### config.mk
export PLATFORM = sky130hd
export DESIGN_NAME = multicycle_ctrl
export DESIGN_NICKNAME = d
export VERILOG_FILES = /design/src/rtl/multicycle_ctrl.sv
export SDC_FILE = /design/constraint.sdc
export NUM_CORES = 1
export LEC_CHECK = 0
export ABC_AREA = 1
export CORE_MARGIN = 5
export CORE_UTILIZATION = 40
export DETAILED_ROUTE_END_ITERATION = 16
export DONT_BUFFER_PORTS = 1
export SETUP_SLACK_MARGIN = 0.02
export SLEW_MARGIN = 40
export SYNTH_ARGS = -nofsm -noshare
export SYNTH_HDL_FRONTEND = slang
export SYNTH_SLANG_ARGS = --single-unit
### constraint.sdc
create_clock -name clk -period 1.5 [get_ports clk]
set_input_delay 0.3 -clock clk [delete_from_list [all_inputs] [get_ports clk]]
set_output_delay 0.3 -clock clk [all_outputs]
set_load 0.03 [all_outputs]
### src/rtl/multicycle_ctrl.sv
// Control sequencer for the multi-cycle datapath: walks each instruction through
// FETCH/DECODE/EXECUTE/MEM/WRITEBACK and drives register enables and memory requests.
module multicycle_ctrl #(
   parameter int MEM_TIMEOUT = 16,
   parameter int TO_WIDTH    = 8
) (
   input  logic       clk,
   input  logic       reset,
   input  logic [2:0] op_class,
   input  logic       branch_taken,
   input  logic       mem_ready,
   output logic       mem_req,
   output logic       mem_we,
   output logic       addr_sel,
   output logic       pc_en,
   output logic [1:0] pc_sel,
   output logic       ir_en,
   output logic       ab_en,
   output logic       alu_out_en,
   output logic       mdr_en,
   output logic       rf_we,
   output logic       wb_sel,
   output logic       instr_retired,
   output logic       halted,
   output logic       fault,
   output logic [2:0] state
);

   typedef enum logic [2:0] {
      S_FETCH     = 3'd0,
      S_DECODE    = 3'd1,
      S_EXECUTE   = 3'd2,
      S_MEM       = 3'd3,
      S_WRITEBACK = 3'd4,
      S_HALT      = 3'd5,
      S_FAULT     = 3'd6
   } state_t;

   localparam logic [2:0] C_ALU    = 3'd0;
   localparam logic [2:0] C_LOAD   = 3'd1;
   localparam logic [2:0] C_STORE  = 3'd2;
   localparam logic [2:0] C_BRANCH = 3'd3;
   localparam logic [2:0] C_JUMP   = 3'd4;
   localparam logic [2:0] C_HALT   = 3'd7;

   localparam logic [TO_WIDTH-1:0] TO_LAST = TO_WIDTH'(MEM_TIMEOUT - 1);

   state_t              state_q, state_d;
   logic [2:0]          cls_q, cls_d;
   logic [TO_WIDTH-1:0] wcnt_q, wcnt_d;
   logic                wait_expired;

   always_ff @(posedge clk or posedge reset) begin
      if (reset) begin
         state_q <= S_FETCH;
         cls_q   <= 3'd0;
         wcnt_q  <= '0;
      end else begin
         state_q <= state_d;
         cls_q   <= cls_d;
         wcnt_q  <= wcnt_d;
      end
   end

   always_comb begin
      state_d       = state_q;
      cls_d         = cls_q;
      wcnt_d        = '0;
      mem_req       = 1'b0;
      mem_we        = 1'b0;
      addr_sel      = 1'b0;
      pc_en         = 1'b0;
      pc_sel        = 2'd0;
      ir_en         = 1'b0;
      ab_en         = 1'b0;
      alu_out_en    = 1'b0;
      mdr_en        = 1'b0;
      rf_we         = 1'b0;
      wb_sel        = 1'b0;
      instr_retired = 1'b0;
      halted        = 1'b0;
      fault         = 1'b0;
      wait_expired  = (MEM_TIMEOUT != 0) && (wcnt_q == TO_LAST);

      case (state_q)
         S_FETCH: begin
            mem_req = 1'b1;
            if (mem_ready) begin
               ir_en   = 1'b1;
               pc_en   = 1'b1;
               state_d = S_DECODE;
            end else if (wait_expired) begin
               state_d = S_FAULT;
            end else begin
               wcnt_d = wcnt_q + 1'b1;
            end
         end
         S_DECODE: begin
            ab_en = 1'b1;
            cls_d = op_class;
            case (op_class)
               C_HALT:       state_d = S_HALT;
               C_JUMP: begin
                  pc_en         = 1'b1;
                  pc_sel        = 2'd2;
                  instr_retired = 1'b1;
                  state_d       = S_FETCH;
               end
               3'd5, 3'd6:   state_d = S_FAULT;
               default:      state_d = S_EXECUTE;
            endcase
         end
         S_EXECUTE: begin
            alu_out_en = 1'b1;
            case (cls_q)
               C_ALU:           state_d = S_WRITEBACK;
               C_LOAD, C_STORE: state_d = S_MEM;
               C_BRANCH: begin
                  pc_en         = branch_taken;
                  pc_sel        = 2'd1;
                  instr_retired = 1'b1;
                  state_d       = S_FETCH;
               end
               default:         state_d = S_FAULT;
            endcase
         end
         S_MEM: begin
            mem_req  = 1'b1;
            addr_sel = 1'b1;
            mem_we   = (cls_q == C_STORE);
            if (mem_ready) begin
               if (cls_q == C_LOAD) begin
                  mdr_en  = 1'b1;
                  state_d = S_WRITEBACK;
               end else begin
                  instr_retired = 1'b1;
                  state_d       = S_FETCH;
               end
            end else if (wait_expired) begin
               state_d = S_FAULT;
            end else begin
               wcnt_d = wcnt_q + 1'b1;
            end
         end
         S_WRITEBACK: begin
            rf_we         = 1'b1;
            wb_sel        = (cls_q == C_LOAD);
            instr_retired = 1'b1;
            state_d       = S_FETCH;
         end
         S_HALT: halted = 1'b1;
         S_FAULT: begin
            halted = 1'b1;
            fault  = 1'b1;
         end
         default: state_d = S_FAULT;
      endcase

      // While reset is held the register sits in FETCH; only the request stays visible.
      if (reset) begin
         ir_en = 1'b0;
         pc_en = 1'b0;
      end
   end

   assign state = state_q;

endmodule

Word level (Yosys, flattened, before mapping)
Index checks and enable logic that the tools add are counted.
{"block": "totals", "output_inout_bits": 18, "regBits": 14, "wordCells": 60, "input_bits": 7}
{"block": "op_classes", "mux": 36, "addsub": 1, "n_reduce_logical": 6, "n_eq_ne": 14}
{"operator": "2-to-1 mux 8 bit", "count": 3}
{"operator": "2-to-1 mux 1 bit", "count": 22}
{"operator": "== test 3 bit, second input constant", "count": 7}
{"operator": "one-hot mux 3 bit (3 select lines)", "count": 2}
{"operator": "one-hot mux 3 bit (6 select lines)", "count": 1}
{"operator": "== test 3 x 2 -> 1 bit, second input constant", "count": 4}
{"operator": "2-to-1 mux 3 bit", "count": 4}
{"operator": "adder 8 x 1 -> 8 bit, second input constant", "count": 1}
{"operator": "== test 8 x 4 -> 1 bit, second input constant", "count": 1}
{"operator": "OR reduction 2 bit", "count": 4}
{"operator": "== test 3 x 1 -> 1 bit, second input constant", "count": 2}
{"operator": "logical NOT 3 bit", "count": 2}
{"operator": "one-hot mux 1 bit (4 select lines)", "count": 1}
{"operator": "one-hot mux 2 bit (2 select lines)", "count": 1}
{"operator": "one-hot mux 1 bit (3 select lines)", "count": 1}
{"operator": "2-to-1 mux 2 bit", "count": 1}

Longest topological paths before layout
Gate-level depths: netlist of run 1.
{"block": "depth", "word_depth": 4, "mapped_depth": 8, "ltp_nobuf": 8}

Worst setup path after synthesis of run 1
No wires, ideal clock.
{"block": "synth_path", "kind": "flip-flop to output port", "start": "register state_q[2], in the netlist state[2]", "end": "output pc_en", "path_stages_with_launch": 6, "t_arrival_ns": 1.821, "t_required_ns": 1.200, "path_buffers": 0, "path_slack_ns": -0.621, "cell_sequence": "dfrtp_1 -> inv_2 -> nand3_1 -> nor2_2 -> nand2_1 -> a31oi_1"}
{"block": "synth_between", "elab_chain_len": 3, "word_cells_on_any_way": 5, "cone_classes": "2 x eq/ne; 2 x mux; 1 x reduce/logical"}
{"element": "start: declaration", "line_no": "48", "rtl": "state_t state_q, state_d;"}
{"element": "start signal: assignment", "line_no": "59", "rtl": "state_q <= state_d;"}
{"element": "== test 3 x 2 -> 1 bit (tied with other cells)", "line_no": "85", "rtl": "case (state_q)"}
{"element": "one-hot mux 1 bit (3 select lines) (*)", "line_no": "85"}
{"element": "2-to-1 mux 1 bit (*)", "line_no": "160", "rtl": "if (reset) begin"}
{"element": "end: declaration", "line_no": "15", "rtl": "output logic pc_en,"}
Mark *: on every way between the ends. The rest lies on a longest branch, timed or not.

Worst setup path after layout of run 1
{"block": "layout_path", "start": "register state_q[1], in the netlist state[1]", "end": "output pc_en"}
Same word-level chain as after synthesis.

==> results.md, run 1 <==
- Outcome: complete, but fails checks
- Failing checks: setup timing
- Distinct cells, synth: 23
- H-tree depth: 1
- Post-Syn Area per Cell: 6.93 um2
- DRC viols: 0
- CTS tree: done
- WL per Instance: 15.8 um
- Crit Path Category: flop to output port
- Fin Hold WS: 0.175 ns
- Register area: between 300 and 400 um2
- Syn nets: 142
- CP max stage delay: 0.47 ns
- Worst-skew pair later-pin latency: about 0.28 ns
- Post-synthesis cell area: 928 um2
- All-Layer GR Usage: 17.4%
- Initial antenna violation count: 0
- Ant diodes: 0
- Setup WS post-layout: -0.297 ns
- Antenna-violating nets left: 0
- WP data required: 1.20 ns
- Async SR Flop Fraction: 100%
- Drt pass-1 iters: 4
- Seq/Total Area, Yosys: 37.7%
- Starting density of the core: a little over two fifths
- Largest net degree at the start of global routing: 15
- F_max: 0.556 GHz
- Share of layout cells above drive strength 1: 51.5%
- Reg2reg end: state[1]$_DFFE_PP0N_
- FILL cells: 158
- Ports: 25
- CP max-delay cell: dfrtp_2
- #FFs+latches synth: 14
- Top_reg_cell synth: dfrtp_1
- Buf/Inv on CP: 1
- Syn-to-layout area delta: 66.3%
- Core Rows: 17
- CP Max Fanout: 5
- Total congestion overflow: 0
- Delay-heaviest family, CP: flip-flops
- Min-Delay Endpoint: cls_q[0]$_DFFE_PP0P_
- Num CTS Buffers: 3
- Placed Instances: 177
- VDD IR max: 0.00155 V
- Final #Nets: 180
- CP cell instances: inv_2 > nand3_4 > nor2_4 > nand2_4 > a31oi_4
- Crit path from: state[1]$_DFFE_PP0N_
- Drt total wl: roughly 3100 um
- Rel. slew slack: 62.8%
- Place WS: around 0.026 ns
- DIE HEIGHT: 58.2 um
- Synth Instances: 134
- Worst-margin pin slew: 0.557 ns
- Vias per cell: 5.31
- Die width: 58.2 um
- Post-route insts no fill: 199
- Crit path arrival time: around 1.5 ns
- Multi-input logic area: approximately 670 um2
- DP Wirelength: 1890 um
- Final Hold Vio Count: 0
- Pwr Density: 1970 mW/mm2
- CP endpoint kind: output port
- Die area: 0.00338 mm2
- Hold Startpoint: op_class[0]
- Power, Total: ~3 mW
- # clock sinks: 14
- 1st-iter DRT viols: 83
- Root Driver: clkbuf_4
- Part of the cycle the worst path needs: 120%
- Startpoint types: flop
- Core Region: 0.00221 mm2
- RePlAce Congestion: 0.827
- Worst Skew: between 0.002 and 0.003 ns
- CTS Buffer Depth: 2
- Post-synth EDFFs: 0
- Via Count: 1057
- R2R depth: 8
- Setup-failing EPs final: 16
- Clock Pin Slew Worst Setup and Hold Paths: 0.09 ns
- Lkg Pwr: 0.702 nW
- Final Max Slew Viols: 0
- Count of buffers from port buffering: 0
- WHS Path Cells: 2
- Setup slack, reg-to-reg: -0.04 ns
- Global-route wire length before repair: 4550 um
- Worst hold path type: input pin to flop
- Max-cap violation count: 0
- Reg-to-Reg Start: state[1]$_DFFE_PP0N_
- Min Tclk post-route: 1.80 ns
- Yosys Warn Count: 0
- RSZ-0062 raised after global routing: true
- Vias in the first global route: 1021
[layer usage]
layer | share of wire, % | routed length (um) | track usage, %
met3 | 8.6 | 272 | 3.79
met2 | 51 | 1590 | 29.2
met4 | 3.8 | 121 | 9.60
met5 | 0 | 0 | 0
met1 | 37 | 1160 | 20.6
[power by group]
part / internal (mW) / switching, mW
Sequential: 0.484 / 0.131
Clock: 0.148 / 0.125
Combinational: 0.859 / 1.30
Total: 1.49 / 1.56
[registers in the layout, summed over array words and instances, names as in the netlist]
| signal | count |
|---|---|
| cls_q | 3 |
| wcnt_q | 8 |
| state | 3 |
[area by class of cell]
class	instances	share of cell area (%)
Sequential cell	14	23.1
Clock buffer	4	2.35
Multi-Input combinational cell	93	43.6
Timing Repair Buffer	33	20.6
Tap cell	28	2.27
Inverter	27	8.10
[cell usage after synthesis (all sizes together), types with 2 or more instances]
| master | count | area share [%] |
|---|---|---|
| nand3 | 16 | 9.2 |
| nor3 | 7 | 5.4 |
| clkinv | 2 | 1.1 |
| o21ai | 5 | 2.7 |
| a21oi | 5 | 3.1 |
| nand2 | 26 | 13 |
| dfrtp | 14 | 38 |
| inv | 25 | 10 |
| nor2 | 27 | 12 |
[cells in the final DEF (no fill, tap or decap), types with 2 or more instances in the layout]
master / Yosys / final
nor3_2: 3 / 4
a21oi_2: 1 / 2
dfrtp_2: 0 / 5
nor3_1: 4 / 2
buf_6: 0 / 16
dfrtp_1: 14 / 9
inv_4: 0 / 3
nand3_2: 1 / 2
clkbuf_4: 0 / 3
buf_4: 0 / 15
inv_2: 2 / 7
nand3_4: 0 / 5
o21ai_0: 5 / 5
nor2_1: 23 / 16
inv_1: 23 / 14
nand2_1: 22 / 18
nand2_4: 2 / 6
nand3_1: 15 / 9
nor2_4: 0 / 7
nor2_2: 4 / 4
a21oi_1: 4 / 3
[cells by family after synthesis]
logic type,synth area share [%]
adder cells (fa/ha/maj),1.35
AO/OA/AOI/OAI,7.28
AND/OR/NAND/NOR,41.5
buffers and inverters,11.2
XOR/XNOR,0.944
flip-flops,37.7
[stage by stage]
stage	TNS [ns]	cell area [um2]	util, %
2_1_floorplan	-0.345	1010	-
3_3_place_gp	0	1160	52.5
3_5_place_dp	0	1160	52.5
4_1_cts	-1.76	1350	60.8
5_1_grt	-3.43	1540	69.8
6_report	-2.38	1540	69.8
[how the worst max path moves through the flow]
| stage | cells past startpoint | slack [ns] | end |
|---|---|---|---|
| detailed placement | 3 | 0.03 | pc_en |
| floorplan | 5 | -0.10 | pc_en |
| global route | 5 | -0.38 | pc_en |
| global placement | 3 | 0.05 | pc_en |
| finish | 5 | -0.30 | pc_en |
| CTS | 5 | -0.23 | pc_en |
[timing repair]
item	4_1_cts	5_1_grt
setup buffers	8	9
hold endpoints to repair	14	0
hold buffers	1	0
endpoints found under the setup margin	15	17
gates resized for setup	19	38
pin swaps	7	12
Power figures use the tool's default switching activity.
==> inputs of run 2 (changes only) <==
CTS_CLUSTER_SIZE = 30   (was not set)
==> results of run 2 <==
No change in the layout: final DEF, timing and power equal those of run 1.
==> inputs of run 3 (changes only) <==
clock period = 1.6 ns   (was 1.5 ns; I/O delays follow)
==> run 3 against run 2 <==
Net effect: the run still ends with setup timing left; sequential cell count unchanged; count of clock-buffer cells in the layout unchanged; register-to-register slack improved by 0.19 ns; clock skew increased by 0.0021 ns; worst hold slack improved by 0.021 ns; highest routed layer unchanged; cell area decreased by 14%; non-clock buffer count decreased by 8; setup slack improved by 0.18 ns; clock power decreased by 7.7%; first-iteration DRC count decreased by 66%.
==> results.md, run 3 (same netlist as run 1, synthesis figures left out) <==
- Outcome: complete, but fails checks (unchanged)
- Failing checks: setup timing (unchanged)
- Placed Instances: 177 (unchanged)
- Max-cap violation count: 0 (unchanged)
- Lkg Pwr: 0.626 nW (was 0.702 nW)
- Largest net degree at the start of global routing: 15 (unchanged)
- Worst hold path type: input pin to flop (unchanged)
- VDD IR max: 0.00107 V (was 0.00155 V)
- Worst-margin pin slew: 0.527 ns (was 0.557 ns)
- WL per Instance: 11.5 um (was 15.8 um)
- CP endpoint kind: output port (unchanged)
- Setup-failing EPs final: 8 (was 16)
- Root Driver: clkbuf_4 (unchanged)
- Initial antenna violation count: 0 (unchanged)
- 1st-iter DRT viols: 28 (was 83)
- Crit path arrival time: 1.40 ns (was 1.50 ns)
- DRC viols: 0 (unchanged)
- Most frequent cells in the layout: 19 x nand2_1, 19 x nor2_1, 19 x buf_4 (was 18 x nand2_1, 16 x nor2_1, 16 x buf_6)
- Crit Path Category: flop to output port (unchanged)
- CTS tree: done (unchanged)
- Reg with most FFs: wcnt_q (unchanged)
- WP data required: 1.28 ns (was 1.20 ns)
- Starting density of the core: 42.0% (unchanged)
- Core Region: 0.00221 mm2 (unchanged)
- Final Max Slew Viols: 0 (unchanged)
- Antenna-violating nets left: 0 (unchanged)
- Count of buffers from port buffering: 0 (unchanged)
- # clock sinks: 14 (unchanged)
- RePlAce Congestion: 0.830 (was 0.827)
- Min Tclk post-route: 1.72 ns
- Startpoint types: flop (unchanged)
- Via Count: 953 (was 1057)
- Post-route cell area: 0.00133 mm2 (was 0.00154 mm2)
- RSZ-0062 raised after global routing: true (unchanged)
- Vias per cell: 4.99 (was 5.31)
- All-Layer GR Usage: 14.2% (was 17.4%)
- DIE HEIGHT: 58.2 um (unchanged)
- Clock Pin Slew Worst Setup and Hold Paths: 0.09 ns (about the same)
- CP Max Fanout: 4 (was 5)
- Global-route wire length before repair: 3750 um (was 4550 um)
- Final #Nets: 172 (was 180)
- Pwr Density: 1720 mW/mm2 (was 1970 mW/mm2)
- F_max: approximately 0.58 GHz
- Worst-skew pair later-pin latency: 0.27 ns (was 0.28 ns)
- CTS Buffer Depth: 2 (unchanged)
- Vias in the first global route: 916 (was 1021)
- Number of flip-flops in the largest register: 8 (unchanged)
- Setup WS post-layout: -0.118 ns (was -0.297 ns)
- H-tree depth: 1 (unchanged)
- Total congestion overflow: 0 (unchanged)
- Drt total wl: 2200 um (was 3150 um)
- Ant diodes: 0 (unchanged)
- DP Area: 0.00113 mm2 (was 0.00116 mm2)
- Part of the cycle the worst path needs: 107%
- Core Rows: 17 (unchanged)
- Drt pass-1 iters: 5 (was 4)
- Worst Skew: 0.00480 ns (was 0.00274 ns)
- Die area: 0.00338 mm2 (unchanged)
- Num CTS Buffers: 3 (unchanged)
- Post-route insts no fill: 191 (was 199)
- DP Wirelength: 1710 um (was 1890 um)
- Ports: 25 (unchanged)
- Rel. slew slack: 64.8% (was 62.8%)
- Share of layout cells above drive strength 1: 41.1% (was 51.5%)
- Syn-to-layout area delta: 42.7% (was 66.3%)
- FILL cells: 197 (was 158)
- Die width: 58.2 um (unchanged)
- Final Hold Vio Count: 0 (unchanged)
-- run 3: cell types whose count changed in the layout (fill, tap and decap cells not counted), sizes merged --
| cell | delta |
|---|---|
| buf | -8 |
| clkinvlp | -1 |
| inv | +1 |
-- run 3: what timing repair did --
item,4_1_cts,5_1_grt
pin swaps,4,3
setup endpoints to repair,13,14
cloned,0,0
buffers inserted,6,3
hold buffers,1,0
endpoints found under the hold margin,14,0
gates resized for setup,16,8
-- run 3: layer usage --
| layer | track usage [%] | wire length, um |
|---|---|---|
| met1 | 17.0 | 926 |
| met5 | 0 | 0 |
| met4 | 3.31 | 13 |
| met2 | 24.4 | 1160 |
| met3 | 5.12 | 105 |
-- run 3: critical path, cell delays in order (launching register included) --
cell     delay, ns
dfrtp_2       0.43
buf_6         0.12
nand3_4       0.09
nor2_4        0.12
nand2_2       0.07
a31oi_4       0.30
-- run 3: metrics by stage --
step | TNS (ns) | hold slack, ns | power (mW) | utilization, % | setup WS [ns]
finish | -0.613 | 0.196 | 2.28 | 59.9 | -0.118
CTS | -0.686 | 0.194 | 2.18 | 57.6 | -0.130
floorplan | -0.206 | 0.209 | 1.41 | - | -0.131
detailed placement | 0 | 0.282 | 1.72 | 51.1 | 0.100
global route | -1.50 | 0.205 | 2.45 | 59.9 | -0.214
global placement | 0 | 0.286 | 1.70 | 51.1 | 0.115
-- run 3: final cells by class --
class / count / area (um2) / area share (%)
multi-input combinational: 93 / 578 / 43.6
sequential: 14 / 354 / 26.7
timing repair buffer: 25 / 209 / 15.8
inverter: 27 / 113 / 8.50
clock buffer: 4 / 36.3 / 2.74
tap: 28 / 35.0 / 2.64
-- run 3: report_power, final --
group          switching, mW  leakage [nW]  internal [mW]
registers             0.0993         0.182          0.449
clock network          0.113        0.0210          0.138
logic                  0.930         0.423          0.553
-- run 3: final timing paths --
| check | from | end | slack, ns | depth (start not counted) |
|---|---|---|---|---|
| worst min register to register | wcnt_q[0]$_DFF_PP0_ | wcnt_q[0]$_DFF_PP0_ | 0.47 | 1 |
| max in group asynchronous | reset | state[1]$_DFFE_PP0N_ | 0.70 | 2 |
| worst max-delay path | state[1]$_DFFE_PP0N_ | pc_en | -0.12 | 5 |
| worst min-delay path | op_class[1] | cls_q[1]$_DFFE_PP0P_ | 0.20 | 2 |
| min in group asynchronous | reset | cls_q[2]$_DFFE_PP0P_ | 0.53 | 2 |
| worst max register to register | state[0]$_DFFE_PP0N_ | state[2]$_DFFE_PP0N_ | 0.15 | 10 |
==> edit 1, RTL diff (settings of run 2) <==
The parameter `TO_WIDTH` goes from 8 to 6.
--- a/src/rtl/multicycle_ctrl.sv
+++ b/src/rtl/multicycle_ctrl.sv
@@ -2,7 +2,7 @@
 // FETCH/DECODE/EXECUTE/MEM/WRITEBACK and drives register enables and memory requests.
 module multicycle_ctrl #(
    parameter int MEM_TIMEOUT = 16,
-   parameter int TO_WIDTH    = 8
+   parameter int TO_WIDTH    = 6
 ) (
    input  logic       clk,
    input  logic       reset,
Formal check against the unedited RTL: same outputs for any inputs over 10 cycles, from zero or initial values and one cycle with reset high; that may be too few to reach the edited logic, so the function may still have changed.
==> edit 1 against run 2 <==
- clock power shrank 18%
- power shrank 11%
- global-route usage grew 2.6 points
- design area shrank 15%
- routed wire length shrank 14%
- critical path depth grew 2
- register-to-register slack gained 0.03 ns
- the run still ends with negative setup slack left
- sequential cell count shrank 2
- synthesized area shrank 13%
- highest routed layer unchanged
- setup slack lost 0.00084 ns
==> edit 1: results (changes against run 2) <==
| Metric | Value |
|---|---|
| Status | `finished with violations (unchanged)` |
| Failing checks | `negative setup slack (unchanged)` |
| Clk_skew | `0.00558 ns (was 0.00274 ns)` |
| Setup violations, final | `16 (unchanged)` |
| Placer Congestion | `0.819 (was 0.827)` |
| Worst Slack Setup Final | `-0.298 ns (was -0.297 ns)` |
| Synth Area in Compound Gates | `0.0779 (was 0.0728)` |
| Pre-CTS setup slack | `-0.0492 ns (was 0.0257 ns)` |
| Post-Syn Nets | `123 (was 142)` |
| Top cells by area, synth | `dfrtp_1 37%, nand2_1 9.8%, nor2_1 8.4% (was dfrtp_1 38%, inv_1 9.3%, nor2_1 9.3%)` |
| Post-synthesis sequential area ratio | `0.374 (was 0.377)` |
| Filler instances | `170 (was 158)` |
| Multi-input comb cells | `80 (was 93)` |
| LEAKAGE | `0.650 nW (was 0.702 nW)` |
| Final clock-cell share | `0.0199 (was 0.0235)` |
| Sequential share of cell area | `0.231 (about the same)` |
| Worst Hold Slack | `0.160 ns (was 0.175 ns)` |
| Multi-input combinational area share | `0.396 (was 0.436)` |
| Worst slew pin tran | `0.506 ns (was 0.557 ns)` |
| Post-synth top cells | `21 x nand2_1, 18 x nor2_1, 17 x inv_1, 13 x nand3_1, 12 x dfrtp_1 (was 23 x inv_1, 23 x nor2_1, 22 x nand2_1, 15 x nand3_1, 14 x dfrtp_1)` |
| Wire per inst | `15.0 um (was 15.8 um)` |
| Max reg flops | `6 (was 8)` |
| Top delay family on crit path | `simple AND/OR/NAND/NOR gates (was flip-flops)` |
| VDD IR-drop max | `1.36 mV (was 1.55 mV)` |
| DP HPWL | `1760 um (was 1890 um)` |
| Via count | `907 (was 1057)` |
edit 1: changes by cell type after synthesis, moves of 3 or more:
cell / change
o21ai_0: -3
nand4_1: +3
inv_1: -6
nor2_1: -5
inv_2: +4
edit 1: metrics by stage:
| step | instance area, um^2 | cells | utilization |
|---|---|---|---|
| global placement | 1050 | 161 | 0.541 |
| floorplan | 850 | 115 | - |
| finish | 1320 | 180 | 0.678 |
| detailed placement | 1050 | 161 | 0.541 |
| global route | 1320 | 180 | 0.678 |
| CTS | 1210 | 176 | 0.622 |
edit 1: path summary, 6_finish.rpt:
check,cells after the start,from,to
setup / recovery,7,state[2],pc_en
min in group asynchronous,2,reset,cls_q[0]
hold reg to reg,1,wcnt_q[0],wcnt_q[0]
max in group asynchronous,2,reset,state[1]
setup reg to reg,10,state[2],state[1]
hold / removal,2,op_class[1],cls_q[1]
edit 1: cells by family after synthesis:
family,after synthesis
flops,12
simple gates,68
buf+inv,23
compound gates,11
fa+ha+maj,1
edit 1: where the power goes:
group / switching, mW / total (mW) / internal (mW)
combinational: 1.13 / 1.93 / 0.798
clock: 0.122 / 0.225 / 0.103
sequential: 0.129 / 0.554 / 0.425
total: 1.38 / 2.70 / 1.33
edit 1: what timing repair did:
item                                    CTS  global route
endpoints found under the setup margin   15            18
endpoints found under the hold margin    12             0
pin swaps                                 6             6
cloned                                    0             0
hold buffers                              1             0
resized for setup                        16            19
setup buffers                            11             4
edit 1: worst reg2reg max path, delay by kind of cell, from the launching register on:
family | cells | cell delay, ns
flip-flops | 1 | 0.46
buffers and inverters | 4 | 0.48
AND/OR/NAND/NOR | 6 | 0.51
edit 1: layer usage:
layer  share of wire  up-vias  GRT usage
met2            0.49       29      0.327
li1                -      445          -
met1            0.42      425      0.238
met5               0        -          0
met4           0.033        0      0.129
met3           0.053        8     0.0381
==> edit 2, RTL diff (config.mk and constraints of run 2) <==
Without the edit above. Register the output `fault`, with the module's reset; this adds one clock of latency there. The other outputs are not delayed to match.
--- a/src/rtl/multicycle_ctrl.sv
+++ b/src/rtl/multicycle_ctrl.sv
@@ -45,6 +45,8 @@
 
    localparam logic [TO_WIDTH-1:0] TO_LAST = TO_WIDTH'(MEM_TIMEOUT - 1);
 
+   logic fault_d;
+
    state_t              state_q, state_d;
    logic [2:0]          cls_q, cls_d;
    logic [TO_WIDTH-1:0] wcnt_q, wcnt_d;
@@ -79,7 +81,7 @@
       wb_sel        = 1'b0;
       instr_retired = 1'b0;
       halted        = 1'b0;
-      fault         = 1'b0;
+      fault_d       = 1'b0;
       wait_expired  = (MEM_TIMEOUT != 0) && (wcnt_q == TO_LAST);
 
       case (state_q)
@@ -151,7 +153,7 @@
          S_HALT: halted = 1'b1;
          S_FAULT: begin
             halted = 1'b1;
-            fault  = 1'b1;
+            fault_d = 1'b1;
          end
          default: state_d = S_FAULT;
       endcase
@@ -165,5 +167,13 @@
 
    assign state = state_q;
 
+   always_ff @(posedge clk or posedge reset) begin
+      if (reset) begin
+         fault <= '0;
+      end else begin
+         fault <= fault_d;
+      end
+   end
+
 endmodule
 
Formal check against the unedited RTL: not equivalent (a bounded check fails within 4 cycles, from zero or initial values and one cycle with reset high).
==> edit 2 against run 2 <==
- the flow still finishes with violations (negative setup slack)
- via count shrank 8.3%
- routed wire length shrank 19%
- clock power shrank 11%
- power shrank 12%
- clock skew grew 0.0031 ns
- sequential cell count grew 1
- global-route usage shrank 1.7 points
- combinational power shrank 18%
- setup slack gained 0.056 ns
- synthesized area grew 2.7%
- design area shrank 6.1%
- largest power group unchanged
==> edit 2: results (changes against run 2) <==
| Metric | Value |
|---|---|
| Status | `finished with violations (unchanged)` |
| Failing checks | `negative setup slack (unchanged)` |
| Pre-CTS setup slack | `-0.0335 ns (was 0.0257 ns)` |
| Worst Slack Setup Final | `-0.242 ns (was -0.297 ns)` |
| Met2 usage | `0.285 (was 0.292)` |
| Post-synthesis sequential area ratio | `0.394 (was 0.377)` |
| Endpoint, Worst Hold | `cls_q[1] (was cls_q[0])` |
| Worst slew pin tran | `0.597 ns (was 0.557 ns)` |
| Met3 Usage GRT | `0.0351 (was 0.0379)` |
| Share of cells above drive strength 1 | `0.458 (was 0.515)` |
| CP arrival | `1.44 ns (was 1.50 ns)` |
| Met1 usage | `0.182 (was 0.206)` |
| Largest net degree at the start of global routing | `16 (was 15)` |
| Top cells by area, synth | `dfrtp_1 39%, inv_1 9.1%, nor2_1 9.1% (was dfrtp_1 38%, inv_1 9.3%, nor2_1 9.3%)` |
| GRT Util Overall | `0.157 (was 0.174)` |
| Setup violations, final | `12 (was 16)` |
| DP HPWL | `1850 um (was 1890 um)` |
| Post-synth top cells | `23 x inv_1, 23 x nor2_1, 22 x nand2_1, 15 x dfrtp_1, 15 x nand3_1 (was 23 x inv_1, 23 x nor2_1, 22 x nand2_1, 15 x nand3_1, 14 x dfrtp_1)` |
| First-pass GRT wire length | `4150 um (was 4550 um)` |
| Vias in the first global route | `937 (was 1021)` |
| LEAKAGE | `0.674 nW (was 0.702 nW)` |
| Cell Count Post-Placement | `180 (was 177)` |
| Wire per inst | `13.2 um (was 15.8 um)` |
| R2R depth | `10 (was 8)` |
| Resize count post-CTS | `20 (was 19)` |
| Post-CTS Setup Inserts | `6 (was 8)` |
| Register-to-register setup slack | `0.11 ns (was -0.04 ns)` |
| Total wire length | `2560 um (was 3150 um)` |
| CP Max Fanout | `4 (was 5)` |
| Worst Hold Slack | `0.157 ns (was 0.175 ns)` |
==> edit 2: worst max-delay path by stage <==
| stage | from | end | slack [ns] | cells after the start |
|---|---|---|---|---|
| finish | state[1] | pc_en | -0.24 | 5 |
| global route | state[0] | pc_en | -0.29 | 5 |
| CTS | state[0] | pc_en | -0.23 | 5 |
| detailed placement | state[0] | pc_en | -0.03 | 3 |
| global placement | state[0] | pc_en | 0.01 | 3 |
| floorplan | state[2] | pc_en | -0.10 | 5 |
==> edit 2: metrics by stage <==
step	TNS, ns	instance area (um^2)	util
final	-1.62	1450	0.643
after global placement	0	1200	0.533
after CTS	-1.77	1350	0.600
after global routing	-2.32	1450	0.643
after floorplan	-0.265	1040	-
after detailed placement	-0.0335	1200	0.533
==> edit 2: cells by family after synthesis <==
kind of cell             Yosys count  share of synthesized area
adder cells (fa/ha/maj)            1                     0.0131
buffers and inverters             27                      0.109
AND/OR/NAND/NOR                   79                      0.404
AO/OA/AOI/OAI                     12                     0.0709
flip-flops                        15                      0.394
XOR/XNOR                           1                    0.00919
==> edit 2: metal layers <==
layer	vias to the layer above	share of wire
met2	22	0.53
met1	455	0.40
met3	6	0.048
met4	0	0.018
li1	486	-
met5	-	0
==> edit 2: final cells by class <==
type	instances	area (um^2)
Clock buffer	3	22.5
Clock inverter	1	5.00
Fill cell	195	805
Inverter	27	120
Multi-Input combinational cell	93	642
Sequential cell	15	379
Tap cell	28	35.0
Timing Repair Buffer	27	246
==> edit 2: report_power, final <==
group | internal, mW | switching (mW) | total (mW) | leakage, nW
sequential | 0.514 | 0.159 | 0.674 | 0.195
combinational | 0.697 | 1.07 | 1.77 | 0.461
clock | 0.0992 | 0.145 | 0.244 | 0.0177
total | 1.31 | 1.38 | 2.69 | 0.674
